## config.mk

```make
export PLATFORM = sky130hd
export DESIGN_NAME = cdb_arbiter_flat
export DESIGN_NICKNAME = d
export VERILOG_FILES = /design/src/rtl/cdb_arbiter_if.sv /design/src/rtl/cdb_arbiter.sv /design/src/flat_wrapper.sv
export SDC_FILE = /design/constraint.sdc
export NUM_CORES = 1
export LEC_CHECK = 0
export BUFFER_PORTS_ARGS = -buffer_cell sky130_fd_sc_hd__buf_2
export CAP_MARGIN = 0
export CELL_PAD_IN_SITES_DETAIL_PLACEMENT = 1
export CELL_PAD_IN_SITES_GLOBAL_PLACEMENT = 1
export CORE_ASPECT_RATIO = 0.7
export CORE_UTILIZATION = 25
export CTS_CLUSTER_DIAMETER = 100
export DETAILED_ROUTE_END_ITERATION = 16
export PLACE_DENSITY = 0.81
export SYNTH_ARGS = -nofsm -noshare
export SYNTH_HDL_FRONTEND = slang
export SYNTH_SLANG_ARGS = --single-unit
```

## constraint.sdc

```tcl
create_clock -name clk -period 3.7 [get_ports clk]
set_clock_uncertainty 0.15 [all_clocks]
set_input_delay 0.74 -clock clk [delete_from_list [all_inputs] [get_ports clk]]
set_output_delay 0.74 -clock clk [all_outputs]
set_load 0.03 [all_outputs]
```

## src/rtl/cdb_arbiter_if.sv

```systemverilog
// Common data bus request/broadcast bundle.
// The master side is the requester pool and the slave side is the arbiter.
interface cdb_arbiter_if #(
    parameter int N_REQ   = 4,
    parameter int LABEL_W = 4,
    parameter int DATA_W  = 32
);
    // A transfer happens in any cycle where req_valid[i] & req_ready[i].
    // The requester holds valid, label and value stable until it is granted.
    logic [N_REQ-1:0]         req_valid;
    logic [N_REQ*LABEL_W-1:0] req_label;
    logic [N_REQ*DATA_W-1:0]  req_value;
    logic [N_REQ-1:0]         req_ready;
    logic                     hold;
    logic                     cdb_valid;
    logic [LABEL_W-1:0]       cdb_label;
    logic [DATA_W-1:0]        cdb_value;

    modport master (
        output req_valid, req_label, req_value, hold,
        input  req_ready, cdb_valid, cdb_label, cdb_value
    );

    modport slave (
        input  req_valid, req_label, req_value, hold,
        output req_ready, cdb_valid, cdb_label, cdb_value
    );
endinterface

```

## src/rtl/cdb_arbiter.sv

```systemverilog
// Round-robin CDB arbiter: one registered broadcast per cycle.
// Define CDB_STALL_CNT_EN to build the saturating contention counter.
module cdb_arbiter #(
    parameter int N_REQ   = 4,
    parameter int LABEL_W = 4,
    parameter int DATA_W  = 32
) (
    input  logic         clk,
    input  logic         rst_n,
    cdb_arbiter_if.slave bus,
    output logic         err_label0,
    output logic [15:0]  stall_cnt
);
    localparam int PTR_W = $clog2(N_REQ);

    logic [PTR_W-1:0]   ptr;
    logic [PTR_W-1:0]   ptr_next;
    logic               found_hi;
    logic               found_lo;
    logic [PTR_W-1:0]   hi_idx;
    logic [PTR_W-1:0]   lo_idx;
    logic               gnt_any;
    logic [PTR_W-1:0]   gnt_idx;
    logic [N_REQ-1:0]   gnt_oh;
    logic [LABEL_W-1:0] win_label;
    logic [DATA_W-1:0]  win_value;

    // Search at or above ptr first; otherwise wrap to the lowest valid index.
    always_comb begin
        found_hi  = 1'b0;
        found_lo  = 1'b0;
        hi_idx    = '0;
        lo_idx    = '0;
        for (int i = 0; i < N_REQ; i++) begin
            if (!found_hi && bus.req_valid[i] && (PTR_W'(i) >= ptr)) begin
                found_hi = 1'b1;
                hi_idx   = PTR_W'(i);
            end
            if (!found_lo && bus.req_valid[i]) begin
                found_lo = 1'b1;
                lo_idx   = PTR_W'(i);
            end
        end
        gnt_any = (found_hi || found_lo) && !bus.hold && rst_n;
        gnt_idx = found_hi ? hi_idx : lo_idx;

        gnt_oh    = '0;
        win_label = '0;
        win_value = '0;
        for (int i = 0; i < N_REQ; i++) begin
            if (gnt_idx == PTR_W'(i)) begin
                gnt_oh[i] = gnt_any;
                win_label = bus.req_label[i*LABEL_W +: LABEL_W];
                win_value = bus.req_value[i*DATA_W +: DATA_W];
            end
        end

        ptr_next = (gnt_idx == PTR_W'(N_REQ - 1)) ? '0 : gnt_idx + 1'b1;
    end

    assign bus.req_ready = gnt_oh;

    // Label 0 means "no producer": consume the request but never broadcast it.
    always_ff @(posedge clk or negedge rst_n) begin
        if (!rst_n) begin
            ptr           <= '0;
            bus.cdb_valid <= 1'b0;
            bus.cdb_label <= '0;
            bus.cdb_value <= '0;
            err_label0    <= 1'b0;
        end else begin
            bus.cdb_valid <= gnt_any && (win_label != '0);
            err_label0    <= gnt_any && (win_label == '0);
            if (gnt_any) begin
                ptr <= ptr_next;
                if (win_label != '0) begin
                    bus.cdb_label <= win_label;
                    bus.cdb_value <= win_value;
                end
            end
        end
    end

`ifdef CDB_STALL_CNT_EN
    logic stall_evt;

    // Any pending request left waiting this cycle, through lost contention or hold.
    assign stall_evt = |(bus.req_valid & ~gnt_oh);

    always_ff @(posedge clk or negedge rst_n) begin
        if (!rst_n) begin
            stall_cnt <= '0;
        end else if (stall_evt && (stall_cnt != 16'hFFFF)) begin
            stall_cnt <= stall_cnt + 16'd1;
        end
    end
`else
    assign stall_cnt = '0;
`endif

endmodule

```

## src/flat_wrapper.sv

```systemverilog
// flat-port wrapper written by rule: the top's interface ports become plain ports
module cdb_arbiter_flat 
#(
    parameter int N_REQ   = 4,
    parameter int LABEL_W = 4,
    parameter int DATA_W  = 32
)
  (clk, rst_n, err_label0, stall_cnt, bus_req_valid, bus_req_label, bus_req_value, bus_hold, bus_req_ready, bus_cdb_valid, bus_cdb_label, bus_cdb_value);
  cdb_arbiter_if #(.N_REQ(N_REQ), .LABEL_W(LABEL_W), .DATA_W(DATA_W)) bus_i ();
  input  logic clk;
  input  logic rst_n;
  output logic err_label0;
  output logic [15:0] stall_cnt;
  input wire logic [$bits(bus_i.req_valid)-1:0] bus_req_valid;
  input wire logic [$bits(bus_i.req_label)-1:0] bus_req_label;
  input wire logic [$bits(bus_i.req_value)-1:0] bus_req_value;
  input wire logic [$bits(bus_i.hold)-1:0] bus_hold;
  output wire logic [$bits(bus_i.req_ready)-1:0] bus_req_ready;
  output wire logic [$bits(bus_i.cdb_valid)-1:0] bus_cdb_valid;
  output wire logic [$bits(bus_i.cdb_label)-1:0] bus_cdb_label;
  output wire logic [$bits(bus_i.cdb_value)-1:0] bus_cdb_value;
  assign bus_i.req_valid = bus_req_valid;
  assign bus_i.req_label = bus_req_label;
  assign bus_i.req_value = bus_req_value;
  assign bus_i.hold = bus_hold;
  assign bus_req_ready = bus_i.req_ready;
  assign bus_cdb_valid = bus_i.cdb_valid;
  assign bus_cdb_label = bus_i.cdb_label;
  assign bus_cdb_value = bus_i.cdb_value;
  cdb_arbiter #(.N_REQ(N_REQ), .LABEL_W(LABEL_W), .DATA_W(DATA_W)) u_core (.clk(clk), .rst_n(rst_n), .bus(bus_i), .err_label0(err_label0), .stall_cnt(stall_cnt));
endmodule
```

* Word level (Yosys, flattened, before mapping) *
Cells that the tools add are included.

cells by class
  $add $sub $neg = 1
  magnitude comparators = 4
  equality and inequality tests = 3
  multiplexer cells = 28
  reductions and logical operators = 26

operators by type and width
  operator                                             count
  two-way mux 32 bit                                   4
  two-way mux 4 bit                                    4
  logical AND 1 bit                                    14
  two-way mux 1 bit                                    14
  two-way mux 2 bit                                    6
  logical NOT 1 bit                                    7
  == test 2 bit (second input constant)                2
  >= comparator 1 x 2 -> 1 bit (first input constant)  2
  >= comparator 2 bit (first input constant)           2
  logical NOT 4 bit                                    1
  nonzero test 4 bit                                   1
  adder 2 x 1 -> 2 bit (second input constant)         1
  == test 2 x 1 -> 1 bit (second input constant)       1
  logical NOT 2 bit                                    1
  AND reduction 2 bit                                  1
  logical OR 1 bit                                     1

storage, ports and cells
  bits in registers = 40
  logic and storage cells = 67

* Depth between registers and ports, before layout *
  depth after elaboration = 23
  mapped depth = 14

* Worst setup path before layout *
OpenSTA, ideal clock, no wires.

  kind = input -> output
  from = input port bus_req_valid[3]
  to = output port bus_req_ready[1]
  data arrival time = 2.447 ns
  data required time = 2.810 ns
  slack = 0.363 ns
  stages on the path = 8
  buffers on the path = 2
  cells stage by stage = nand2_1 -> and3_1 -> a311o_1 -> inv_1 -> ha_1 -> clkbuf_1 -> clkbuf_1 -> and2_1

between the ends
  cells in the longest elaborated chain, start to end = 7
  elaborated cells between the ends (all ways) = 13

RTL lines
  what                                                                       line                RTL
  from (decl)                                                                flat_wrapper.sv:14  input wire logic [$bits(bus_i.req_valid)-1:0] bus_req_valid;
  parallel branches: the longest is 6 deep, another holds two-way mux 2 bit  n/a
  two-way mux 1 bit *                                                        cdb_arbiter.sv:51   if (gnt_idx == PTR_W'(i)) begin
  to (decl)                                                                  flat_wrapper.sv:18  output wire logic [$bits(bus_i.req_ready)-1:0] bus_req_ready;

Mark *: on every way between the ends.

* Worst setup path in the final report *
Same ends and word-level chain as after synthesis.

==> impl_metrics.yaml <==
outcome:
  status: "finished, final reports clean"
hold_path:
  hold-path-cell-count: 1
  holdPathEnd: "u_core.bus.cdb_value[16]$_DFFE_PN0P_"
  min_from: "u_core.bus.cdb_value[16]$_DFFE_PN0P_"
  hold_path_class: "flop to flop"
critical_path:
  cp.arrival_ps: 2630
  r2r_end: "u_core.bus.cdb_value[14]$_DFFE_PN0P_"
  regToRegSetupSlack_ps: 350
  r2r-start: "u_core.ptr[1]$_DFFE_PN0P_"
  reg2regPathDepth: 11
  path_max_fanout: 15
  cp-end-kind: "output port"
  worstPathRequired_ps: 2810
  cp-start-kind: "input pin"
  worstSetupPathType: "input pin to output port"
cells_and_area:
  num_antenna_cells: 0
  area_delta_synth_final_pct: 41.2
  final_area_um2: 4130
  fillers: 1399
  multi_input_area_um2: 1720
  nets: 637
  drive_gt1_share_pct: 51.0
  seq_area_um2: 1000
floorplan:
  start_util_pct: 26.1
  core-area_um2: 11200
  die_x_um: 131
  rows: 32
  dieArea_um2: 12200
  ioPinCount: 209
  die_h_um: 92.5
clock_tree:
  clk_latency_ps: 270
  clkTransAtPathRegs_ps: 60
  cts_resized: 0
  cts_num_sinks: 40
  postCtsSetupBuffers: 0
  cts_tree: "yes"
  cts_hold_buf: 0
  clk_path_buf_depth: 2
  cts_root_buf: "clkbuf_16"
  h-tree-depth: 2
  cts_inserted_buffers: 5
global_routing:
  grt.total_usage_pct: 16.9
  grt_pass1_wl_um: 16200
  grt_max_degree: 52
  antenna_found_initial: 1
  grt_pass1_vias: 3146
  grt_overflow_total: 0
drt:
  drtIter0Drc: 68
  finalWirelength_um: 10200
  drt_first_pass_iters: 4
  final_antenna_net_count: 0
  wl_per_cell_um: 16.1
  drc: 0
  route.vias.total: 3048
  avgViaCountPerCell: 4.80
power_and_ir_drop:
  power_frac_comb_pct: 62.4
  power_switching_share_pct: 46.0
  leakage_uw: 0.00205
  design_power_total_uw: 3110
  ir_drop_mv: 0.218
  seq_power_share_pct: 24.2
  clock_power_share_pct: 13.4
  power_switching_uw: 1430
  power_density_nw_per_um2: 753
  p_int_uw: 1680
flow_run:
  drv_cap: 0
logic_synthesis:
  ys_types: 30
  yosysWarnings: 0
  synth_cells: 299
  syn_avg_cell_area_um2: 9.79
  ys_ff_latch: 40
  ys_seq_area_share_pct: 34.2
  synth_area_um2: 2930
sta:
  period_needed_ps: 3520
  rsz0062_at_grt: "no"
  clock.fmax_mhz: 284
  drv_slew: 0
  holdWs_ps: 333
  worst_pin_slew_ps: 542
  setup_viol: 0
  hold_viol_final: 0
  relSlewSlack_pct: 63.9
  finalCritPeriodShare_pct: 95.2
place:
  dpl.hpwl_um: 8060
  gp_congestion: 0.937
  numPortBuffers: 192
  place_area_um2: 4000
==> per-layer routing <==
layer,GRT usage (%),vias to the layer above,share of wire [%]
met5,0,-,0.13
met4,4.36,2,1.3
met3,5.04,14,7.3
met2,29.7,135,48
met1,20.2,1457,43
li1,-,1440,-
==> cells in the mapped netlist <==
cell	instances	area, um2
conb_1	1	3.75
mux2_1	7	78.8
o22ai_1	4	25.0
nor4_1	2	12.5
o21ai_0	3	15.0
nor3b_1	1	7.51
and2_1	5	31.3
a22oi_2	2	25.0
a221oi_1	31	272
o31ai_1	31	233
and3_1	1	6.26
inv_1	6	22.5
nor2b_1	32	200
o21ai_1	3	15.0
nand2b_1	3	18.8
buf_6	5	56.3
buf_4	16	120
clkbuf_1	22	82.6
nor2_1	2	7.51
a311o_1	1	10.0
o41a_1	1	11.3
nand2_1	37	139
o22a_1	1	8.76
a21oi_1	7	35.0
mux2_4	27	405
dfrtp_1	40	1000
ha_1	4	50.1
mux2_2	1	11.3
a22oi_1	2	15.0
nand3b_1	1	7.51
==> sequential cells by signal, summed over array words and instances (netlist names) <==
signal / flops
u_core.bus.cdb_label: 4
u_core.err_label0: 1
u_core.bus.cdb_valid: 1
u_core.ptr: 2
u_core.bus.cdb_value: 32
==> cell type report <==
type                       instances  share of cell area (%)
clock inverter                     2                   0.303
multi-input combinational        225                    41.5
inverter                           6                   0.545
clock buffer                       5                    3.03
tap                              153                    4.63
sequential                        40                    24.2
timing repair buffer             204                    25.7
==> through the flow <==
stage	cells	setup TNS, ps	setup WS [ps]	util (%)
6_report	635	0	178	36.9
3_3_place_gp	628	0	202	35.6
5_1_grt	635	0	91.4	36.9
2_1_floorplan	314	0	363	-
3_5_place_dp	628	-0.0953	-0.0953	35.6
4_1_cts	635	0	185	36.9
==> logic make-up after synthesis <==
logic type / after synthesis / synth area share [%]
AOI/OAI and AO/OA: 86 / 22.7
muxes: 35 / 16.9
other: 1 / 0.128
buffers and inverters: 49 / 9.62
DFF: 40 / 34.2
adders and majority gates: 4 / 1.71
and+or+nand+nor: 84 / 14.7
==> power groups by stage <==
stage          Sequential, uW  Combinational (uW)  Clock [uW]
2_1_floorplan            1120                1020           0
4_1_cts                   756                1960         435
6_report                  752                1940         418
3_3_place_gp              754                1890           0
3_5_place_dp              756                1960           0
5_1_grt                   780                2100         457
==> worst max-delay path by stage <==
stage	start	to	slack [ps]
2_1_floorplan	bus_req_valid[3]	bus_req_ready[1]	360
3_3_place_gp	bus_req_valid[3]	u_core.bus.cdb_value[13]$_DFFE_PN0P_	200
3_5_place_dp	bus_req_valid[3]	u_core.bus.cdb_value[14]$_DFFE_PN0P_	-0.1
4_1_cts	bus_req_valid[3]	bus_req_ready[1]	180
5_1_grt	bus_req_valid[3]	bus_req_ready[1]	90
6_report	bus_req_valid[3]	bus_req_ready[1]	180
==> worst max-delay path: stages <==
cell	delay (ps)
buf_2	130
nand2_1	60
and3_1	160
a311o_1	380
inv_1	110
ha_2	220
buf_4	230
buf_4	250
and2_1	150
buf_2	190
==> layout by cell type, fill, tap and decap left out, types with 2 or more instances in the layout <==
cell	netlist	final
buf_2	0	192
dfrtp_1	40	40
nand2_1	37	37
nor2b_1	32	31
a221oi_1	31	31
o31ai_1	31	31
mux2_4	27	27
conb_1	1	16
buf_4	16	11
a21oi_1	7	7
mux2_1	7	7
inv_1	6	6
and2_1	5	5
clkbuf_16	0	5
o22ai_1	4	4
nand2b_1	3	3
o21ai_0	3	3
o21ai_1	3	3
ha_2	0	3
nor2_1	2	2
a22oi_2	2	2
a22oi_1	2	2
nor4_1	2	2
(Power assumes the default switching activity.)
